### config.mk
export PLATFORM = sky130hd
export DESIGN_NAME = al_accel_acc_matrix
export DESIGN_NICKNAME = d
export VERILOG_FILES = /design/src/rtl/al_accel_acc_matrix_pkg.sv /design/src/rtl/al_accel_acc_sum9.sv /design/src/rtl/al_accel_acc_matrix.sv
export SDC_FILE = /design/constraint.sdc
export NUM_CORES = 2
export LEC_CHECK = 0
export ABC_AREA = 1
export BUFFER_PORTS_ARGS = -buffer_cell sky130_fd_sc_hd__buf_2
export CORE_AREA = 2 2 412 414
export CTS_CLUSTER_SIZE = 24
export DETAILED_ROUTE_END_ITERATION = 10
export DIE_AREA = 0 0 414 416
export HOLD_SLACK_MARGIN = 0.1
export MAX_ROUTING_LAYER = met4
export PLACE_DENSITY = 0.41
export SYNTH_ARGS = -nofsm -noshare
export SYNTH_HDL_FRONTEND = slang
export SYNTH_SLANG_ARGS = --single-unit
### constraint.sdc
create_clock -name clk -period 2.5 [get_ports clk]
set_input_delay 0.125 -clock clk [delete_from_list [all_inputs] [get_ports clk]]
set_output_delay 0.125 -clock clk [all_outputs]
set_load 0.01 [all_outputs]
### src/rtl/al_accel_acc_matrix_pkg.sv
// rtl/al_accel_acc_matrix_pkg.sv - shared constants for the accumulation stage
// Purpose: data width, channel count and window geometry shared by the
//          accumulation top level and its adder tree.
package al_accel_acc_matrix_pkg;

  localparam int ACC_DATA_W  = 32;
  localparam int ACC_N_CH    = 3;
  localparam int ACC_WIN     = 3;
  localparam int ACC_N_TERMS = ACC_WIN * ACC_WIN;

endpackage

### src/rtl/al_accel_acc_sum9.sv
// rtl/al_accel_acc_sum9.sv - combinational 9-input adder tree
// Purpose: sums the nine window products of one output channel, modulo 2^DATA_W.
// Ports:
//   i_terms  in   9 x DATA_W  window products, any order
//   o_sum    out  DATA_W      truncated sum of all nine terms
module al_accel_acc_sum9
  import al_accel_acc_matrix_pkg::*;
#(
  parameter int DATA_W = ACC_DATA_W
) (
  input  logic [ACC_N_TERMS-1:0][DATA_W-1:0] i_terms,
  output logic [DATA_W-1:0]                  o_sum
);

  // Balanced tree: 9 -> 5 -> 3 -> 2 -> 1. The odd term at each level is
  // carried forward unchanged so depth stays at four adders.
  logic [DATA_W-1:0] w_l1 [5];
  logic [DATA_W-1:0] w_l2 [3];
  logic [DATA_W-1:0] w_l3 [2];

  for (genvar g = 0; g < 4; g++) begin : g_l1
    assign w_l1[g] = i_terms[2*g] + i_terms[2*g+1];
  end
  assign w_l1[4] = i_terms[8];

  assign w_l2[0] = w_l1[0] + w_l1[1];
  assign w_l2[1] = w_l1[2] + w_l1[3];
  assign w_l2[2] = w_l1[4];

  assign w_l3[0] = w_l2[0] + w_l2[1];
  assign w_l3[1] = w_l2[2];

  assign o_sum = w_l3[0] + w_l3[1];

endmodule

### src/rtl/al_accel_acc_matrix.sv
// rtl/al_accel_acc_matrix.sv - per-channel bias load, window accumulate, publish
// Purpose: for each of three output channels, holds a bias/partial sum, adds a
//          3x3 window of products to it, and exposes the result as a register.
// Ports:
//   clk, resetn                  clock, asynchronous active-low reset
//   enb                          global enable; low freezes every register
//   acc_matrix_bps_load          capture acc_matrix_bps_n into the bias register
//   acc_matrix_bps_write         acc <= bias + sum of the channel's nine di inputs
//   acc_matrix_inter_sum_write   do <= acc
//   acc_matrix_bps_0..2          bias/partial sum per channel
//   acc_matrix_di_<r>_<c>_<n>    window products, row r, col c, channel n
//   acc_matrix_do_0..2           registered result per channel
module al_accel_acc_matrix
  import al_accel_acc_matrix_pkg::*;
#(
  parameter int DATA_W = ACC_DATA_W,
  parameter int N_CH   = ACC_N_CH
) (
  input  logic              clk,
  input  logic              resetn,
  input  logic              enb,
  input  logic              acc_matrix_bps_load,
  input  logic              acc_matrix_bps_write,
  input  logic              acc_matrix_inter_sum_write,
  input  logic [DATA_W-1:0] acc_matrix_bps_0,
  input  logic [DATA_W-1:0] acc_matrix_bps_1,
  input  logic [DATA_W-1:0] acc_matrix_bps_2,
  input  logic [DATA_W-1:0] acc_matrix_di_0_0_0,
  input  logic [DATA_W-1:0] acc_matrix_di_0_1_0,
  input  logic [DATA_W-1:0] acc_matrix_di_0_2_0,
  input  logic [DATA_W-1:0] acc_matrix_di_1_0_0,
  input  logic [DATA_W-1:0] acc_matrix_di_1_1_0,
  input  logic [DATA_W-1:0] acc_matrix_di_1_2_0,
  input  logic [DATA_W-1:0] acc_matrix_di_2_0_0,
  input  logic [DATA_W-1:0] acc_matrix_di_2_1_0,
  input  logic [DATA_W-1:0] acc_matrix_di_2_2_0,
  input  logic [DATA_W-1:0] acc_matrix_di_0_0_1,
  input  logic [DATA_W-1:0] acc_matrix_di_0_1_1,
  input  logic [DATA_W-1:0] acc_matrix_di_0_2_1,
  input  logic [DATA_W-1:0] acc_matrix_di_1_0_1,
  input  logic [DATA_W-1:0] acc_matrix_di_1_1_1,
  input  logic [DATA_W-1:0] acc_matrix_di_1_2_1,
  input  logic [DATA_W-1:0] acc_matrix_di_2_0_1,
  input  logic [DATA_W-1:0] acc_matrix_di_2_1_1,
  input  logic [DATA_W-1:0] acc_matrix_di_2_2_1,
  input  logic [DATA_W-1:0] acc_matrix_di_0_0_2,
  input  logic [DATA_W-1:0] acc_matrix_di_0_1_2,
  input  logic [DATA_W-1:0] acc_matrix_di_0_2_2,
  input  logic [DATA_W-1:0] acc_matrix_di_1_0_2,
  input  logic [DATA_W-1:0] acc_matrix_di_1_1_2,
  input  logic [DATA_W-1:0] acc_matrix_di_1_2_2,
  input  logic [DATA_W-1:0] acc_matrix_di_2_0_2,
  input  logic [DATA_W-1:0] acc_matrix_di_2_1_2,
  input  logic [DATA_W-1:0] acc_matrix_di_2_2_2,
  output logic [DATA_W-1:0] acc_matrix_do_0,
  output logic [DATA_W-1:0] acc_matrix_do_1,
  output logic [DATA_W-1:0] acc_matrix_do_2
);

  logic [ACC_N_TERMS-1:0][DATA_W-1:0] w_terms [N_CH];
  logic [DATA_W-1:0]                  w_bps   [N_CH];
  logic [DATA_W-1:0]                  w_sum   [N_CH];

  logic [DATA_W-1:0] r_bps [N_CH];
  logic [DATA_W-1:0] r_acc [N_CH];
  logic [DATA_W-1:0] r_do  [N_CH];

  assign w_terms[0] = {acc_matrix_di_2_2_0, acc_matrix_di_2_1_0, acc_matrix_di_2_0_0,
                       acc_matrix_di_1_2_0, acc_matrix_di_1_1_0, acc_matrix_di_1_0_0,
                       acc_matrix_di_0_2_0, acc_matrix_di_0_1_0, acc_matrix_di_0_0_0};
  assign w_terms[1] = {acc_matrix_di_2_2_1, acc_matrix_di_2_1_1, acc_matrix_di_2_0_1,
                       acc_matrix_di_1_2_1, acc_matrix_di_1_1_1, acc_matrix_di_1_0_1,
                       acc_matrix_di_0_2_1, acc_matrix_di_0_1_1, acc_matrix_di_0_0_1};
  assign w_terms[2] = {acc_matrix_di_2_2_2, acc_matrix_di_2_1_2, acc_matrix_di_2_0_2,
                       acc_matrix_di_1_2_2, acc_matrix_di_1_1_2, acc_matrix_di_1_0_2,
                       acc_matrix_di_0_2_2, acc_matrix_di_0_1_2, acc_matrix_di_0_0_2};

  assign w_bps[0] = acc_matrix_bps_0;
  assign w_bps[1] = acc_matrix_bps_1;
  assign w_bps[2] = acc_matrix_bps_2;

  for (genvar n = 0; n < N_CH; n++) begin : g_ch
    al_accel_acc_sum9 #(
      .DATA_W (DATA_W)
    ) u_sum9 (
      .i_terms (w_terms[n]),
      .o_sum   (w_sum[n])
    );
  end

  // The three strobes are decoded independently; every right-hand side reads
  // the pre-edge register value, so load+write in one cycle accumulates the
  // old bias and write+publish in one cycle publishes the old accumulator.
  always_ff @(posedge clk or negedge resetn) begin
    if (!resetn) begin
      for (int n = 0; n < N_CH; n++) begin
        r_bps[n] <= '0;
        r_acc[n] <= '0;
        r_do[n]  <= '0;
      end
    end else if (enb) begin
      for (int n = 0; n < N_CH; n++) begin
        if (acc_matrix_bps_load)        r_bps[n] <= w_bps[n];
        if (acc_matrix_bps_write)       r_acc[n] <= r_bps[n] + w_sum[n];
        if (acc_matrix_inter_sum_write) r_do[n]  <= r_acc[n];
      end
    end
  end

  assign acc_matrix_do_0 = r_do[0];
  assign acc_matrix_do_1 = r_do[1];
  assign acc_matrix_do_2 = r_do[2];

endmodule

== Word-level counts from Yosys, hierarchy flattened ==
Index checks and enable logic that the tools add are counted.
Word-level totals
  flip-flop bits (word level): 288
  bits in latches: 0
  memory bits (writable): 0
  memory bits (read-only): 0
  bits of input ports: 966
  logic and storage cells: 39
  memories: 0
Cells by class
  add/subtract/negate cells: 27
  multiply operators: 0
  divide/modulo/power cells: 0
  magnitude comparators: 0
  eq/ne operators: 0
  shifts and indexed selects: 0
  multiplexer cells: 0
  bitwise operators: 0
  reductions and logical operators: 3
Operator list (count)
  adder 32 bit: 27
  AND reduction 2 bit: 3

== Longest topological paths before layout ==
  word-level depth: 5
  depth in mapped cells: 25
  depth with buffers taken out: 25

== Cells and area by module ==
A second synthesis with hierarchy kept.
Second synthesis, totals
  cell total of the unflattened synthesis: 4971
  area, all modules: 40045.9 µm²
Modules (own cells, without submodules)
  al_accel_acc_matrix: instances 1, cells each 2290, area an instance 17576.9 µm², seq. area each 7206.9 µm²
  al_accel_acc_sum9 (g_ch[2].u_sum9): instances 1, cells each 889, area an instance 7549.7 µm², seq. area each 0.0 µm²
  al_accel_acc_sum9 (g_ch[0].u_sum9): instances 1, cells each 902, area an instance 7463.4 µm², seq. area each 0.0 µm²
  al_accel_acc_sum9 (g_ch[1].u_sum9): instances 1, cells each 890, area an instance 7455.9 µm², seq. area each 0.0 µm²

== Least setup slack after synthesis ==
No wires, ideal clock.
  path kind: input to register
  start point: input port acc_matrix_di_2_0_2[2]
  end point: register r_acc[29] (netlist name)
  setup time: 0.118 ns
  arrival: 4.003 ns
  required time: 2.382 ns
  path slack: -1.621 ns
  stages: 23
  buffers on the path: 0
  cells stage by stage: fa_1 fa_1 fa_1 inv_1 fa_1 inv_1 fa_1 inv_1 fa_1 inv_1 nand2_1 nand2_1 nand2_1 nand2_1 nand2_1 nand2_2 nand2_1 nand2_1 nand3_1 nand2_1 nand2_1 nand3_1 nand2_1
On the way
  longest elaborated chain between the ends: 5
Ends and longest elaborated chain
  start: declaration: line al_accel_acc_matrix.sv:52  | input logic [DATA_W-1:0] acc_matrix_di_2_0_2,
  adder 32 bit: line al_accel_acc_sum9.sv:22  | assign w_l1[g] = i_terms[2*g] + i_terms[2*g+1];
  adder 32 bit: line al_accel_acc_sum9.sv:27  | assign w_l2[1] = w_l1[2] + w_l1[3];
  adder 32 bit: line al_accel_acc_sum9.sv:30  | assign w_l3[0] = w_l2[0] + w_l2[1];
  adder 32 bit: line al_accel_acc_sum9.sv:33  | assign o_sum = w_l3[0] + w_l3[1];
  adder 32 bit: line al_accel_acc_matrix.sv:104  | if (acc_matrix_bps_write) r_acc[n] <= r_bps[n] + w_sum[n];
  end signal: indexed assignment: line al_accel_acc_matrix.sv:104
  end: declaration: line al_accel_acc_matrix.sv:65  | logic [DATA_W-1:0] r_acc [N_CH];
Every way passes these cells.
A chain may end at the register's enable or synchronous reset.

== Worst setup path after layout ==
  start point: input port acc_matrix_di_0_1_0[3]
  end point: register r_acc[94] (netlist name)
On the way
  longest elaborated chain between the ends: 5
Ends and longest elaborated chain
  start: declaration: line al_accel_acc_matrix.sv:29  | input logic [DATA_W-1:0] acc_matrix_di_0_1_0,
  adder 32 bit: line al_accel_acc_sum9.sv:22
  adder 32 bit: line al_accel_acc_sum9.sv:26  | assign w_l2[0] = w_l1[0] + w_l1[1];
  adder 32 bit: line al_accel_acc_sum9.sv:30
  adder 32 bit: line al_accel_acc_sum9.sv:33
  adder 32 bit: line al_accel_acc_matrix.sv:104
Every way passes these cells.

==> flow_summary_export.csv <==
group,metric,value,unit
clock_network,root_buffer,"clkbuf_16",
status,status,"complete, but fails checks",
yosys,synth-main-ff-cell,"dfrtp_1",
timing,finalHoldViolCount,0,
detailed_routing,vias_per_cell,3.93,
setup_path,crit_fanout,4,
detailed_routing,wl_per_cell,18.3,um
clock_network,clkSlewWorstSetupHoldPaths,50,ps
timing,setup_viol_count_final,90,
yosys,syn_inst,3824,
timing,drv_slew,0,
yosys,synth_fp_nets,5621,
setup_path,critPathLaunchType,"input port",
detailed_routing,drt.antenna.violating_nets,0,
detailed_routing,dr.pass1.iters,4,
status,violations,"negative setup slack",
setup_path,r2r_start,"r_bps[68]",
worst_hold_path,holdCritPathClass,"input port to flip-flop",
floorplan,dieHeight,416,um
yosys,synth-edff-count,0,
global_routing,grt_pass1_vias,33537,
yosys,yosysWarnings,0,
worst_hold_path,min_from,"acc_matrix_inter_sum_write",
clock_network,cts.sinks,288,
timing,slew_headroom,56.4,%
yosys,synth_area_per_cell,9.15,um^2
setup_path,ff2ff_setup_slack,-120,ps
yosys,synth_area_leaders,"fa_1, dfrtp_1, inv_1",
yosys,yosysMostFrequentCell,"inv_1",
global_routing,grt_usage,16.9,%
yosys,syn-cell-area,35000,um^2
global_routing,antenna_found_initial,26,
timing,period_minus_slack,3840,ps
timing,fmax,261,MHz
clock_network,cts_buffers,43,
setup_path,r2r_cells,15,
setup_path,arrival,4330,ps
clock_network,cts_tree,"done",
layout,final_nets,7180,
placement,gp_congestion,0.951,
layout,nFillCells,17983,
global_routing,overflow,0,
yosys,synth_common_cells,"inv_1, fa_1, nand2_1",
timing,tightest_slew,654,ps
global_routing,grt_max_degree,54,
detailed_routing,drc,0,
floorplan,dieArea,172000,um^2
layout,utilization,31.6,%
yosys,synthArstFlopShare,100,%
timing,period_share,154,%
placement,hpwl,125000,um
timing,fin_ws,-1340,ps
setup_path,critPathCaptureType,"flip-flop",
clock_network,clk_path_buf_depth,3,
setup_path,reg2reg_to,"r_acc[92]",
floorplan,core,168000,um^2
yosys,yosys.area.top_type,"fa_1",
yosys,ys_types,41,
worst_hold_path,whs_path_depth,4,
timing,rsz0062_at_grt,"yes",
detailed_routing,vias,30022,
setup_path,required,2990,ps
detailed_routing,wl,140000,um
timing,finClkSkew,25.1,ps
detailed_routing,drt_iter0_markers,891,
clock_network,clkLatencyLatePin,620,ps
floorplan,pin_count,1062,
yosys,synth-seq-area-share,20.6,%
layout,syn_to_final_growth,51.6,%
floorplan,die_w,414,um
floorplan,initial_core_util,20.8,%
global_routing,grt_pass1_wl,212000,um
job,maxCapViolCount,0,
floorplan,rows,151,
layout,drive_above_1_share,42.5,%
setup_path,critPathKind,"input port to flip-flop",
yosys,ys_seq_elements,288,
yosys,synth_top_area_share,41.5,%
placement,port_buffers,1061,
worst_hold_path,whs_endpoint,"acc_matrix_do_0[0]",
clock_network,htree_levels,2,
==> timing repair <==
action | 4_1_cts | 5_1_grt
pin swaps | 231 | 232
buffers inserted | 35 | 45
hold buffers | 106 | 0
endpoints found under the hold margin | 394 | 0
resized for setup | 429 | 334
setup endpoints to repair | 91 | 91
==> cells in the final DEF (no fill, tap or decap), drive strengths merged, types with 13 or more instances in the layout <==
cell type / count
nor3: 13
nand4: 37
fa: 726
diode: 13
dfrtp: 288
a21oi: 171
clkbuf: 55
xnor2: 34
mux2: 68
dlygate4sd3: 106
inv: 1121
o21ai: 169
nand2: 591
nand3: 148
nor2: 218
ha: 105
buf: 1462
xor2: 13
or2: 18
==> routing by layer <==
layer | global-route usage, % | part of all wire, % | up-vias
li1 | - | - | 14372
met1 | 20.1 | 41 | 14903
met2 | 29.8 | 52 | 657
met3 | 3.82 | 5.8 | 90
met4 | 2.27 | 1.3 | 0
met5 | - | 0 | -
==> sequential cells by signal, indices dropped and copies added, names as in the netlist <==
| register | count |
|---|---|
| acc_matrix_do_0 | 32 |
| r_bps | 96 |
| acc_matrix_do_2 | 32 |
| r_acc | 96 |
| acc_matrix_do_1 | 32 |
==> final cells by class <==
cell class                      instances  area (um^2)  area share (%)
Multi-Input combinational cell       2365        27200            51.2
Timing Repair Buffer                 1568        10100            19.0
Sequential cell                       288         7210            13.6
Inverter                             1117         4260            8.02
Tap cell                             2218         2780            5.23
Clock buffer                           55         1170            2.21
Clock inverter                         22          335           0.632
Antenna cell                           13         32.5          0.0613
==> worst max path at each step <==
stage,startpoint,end,slack (ps),cells past startpoint
floorplan,acc_matrix_di_2_0_2[2],r_acc[29],-1530,23
global placement,acc_matrix_di_2_0_1[2],r_acc[44],-2140,18
detailed placement,acc_matrix_di_2_0_1[2],r_acc[44],-2140,18
CTS,acc_matrix_di_0_2_2[12],r_acc[15],-1320,22
global route,acc_matrix_di_0_2_0[3],r_acc[94],-1490,22
finish,acc_matrix_di_0_1_0[3],r_acc[94],-1340,22
==> stage by stage <==
stage	TNS [ps]	hold slack (ps)	area, um^2	setup WS, ps	cells
2_1_floorplan	-116210	-171	36500	-1530	3824
3_5_place_dp	-172720	121	47100	-2140	7390
4_1_cts	-102000	102	51500	-1320	7602
6_report	-104980	132	53100	-1340	7646
3_3_place_gp	-173370	117	47100	-2140	7390
5_1_grt	-116060	143	53100	-1490	7646
==> logic make-up (layout without fill, tap and decap cells) <==
group,Yosys count,in the layout,share of synthesized area [%]
AND/OR/NAND/NOR,1042,1042,12.5
flip-flops,288,288,20.6
AO/OA/AOI/OAI,377,377,5.63
adder cells (fa/ha/maj),831,831,45.3
other,0,13,0
multiplexers,68,68,2.19
XOR/XNOR,47,47,1.18
buffers and inverters,1171,2762,12.6
==> critical path, stage by stage <==
cell and delay (ps):
buf_2 90, inv_2 40, fa_1 510, inv_2 50
fa_2 580, fa_1 460, fa_1 540, inv_2 40
fa_1 520, inv_2 50, ha_4 270, a21oi_4 200
nand2_4 80, nand2_2 60, nand2_2 70, nand2_2 100
nand3_4 140, buf_6 160, nand3_4 50, nand3b_1 80
nand3_1 70, nand2_1 50
Power is not shown: default switching activity piles up to over one toggle a cycle in this logic, so the estimate is an artifact.
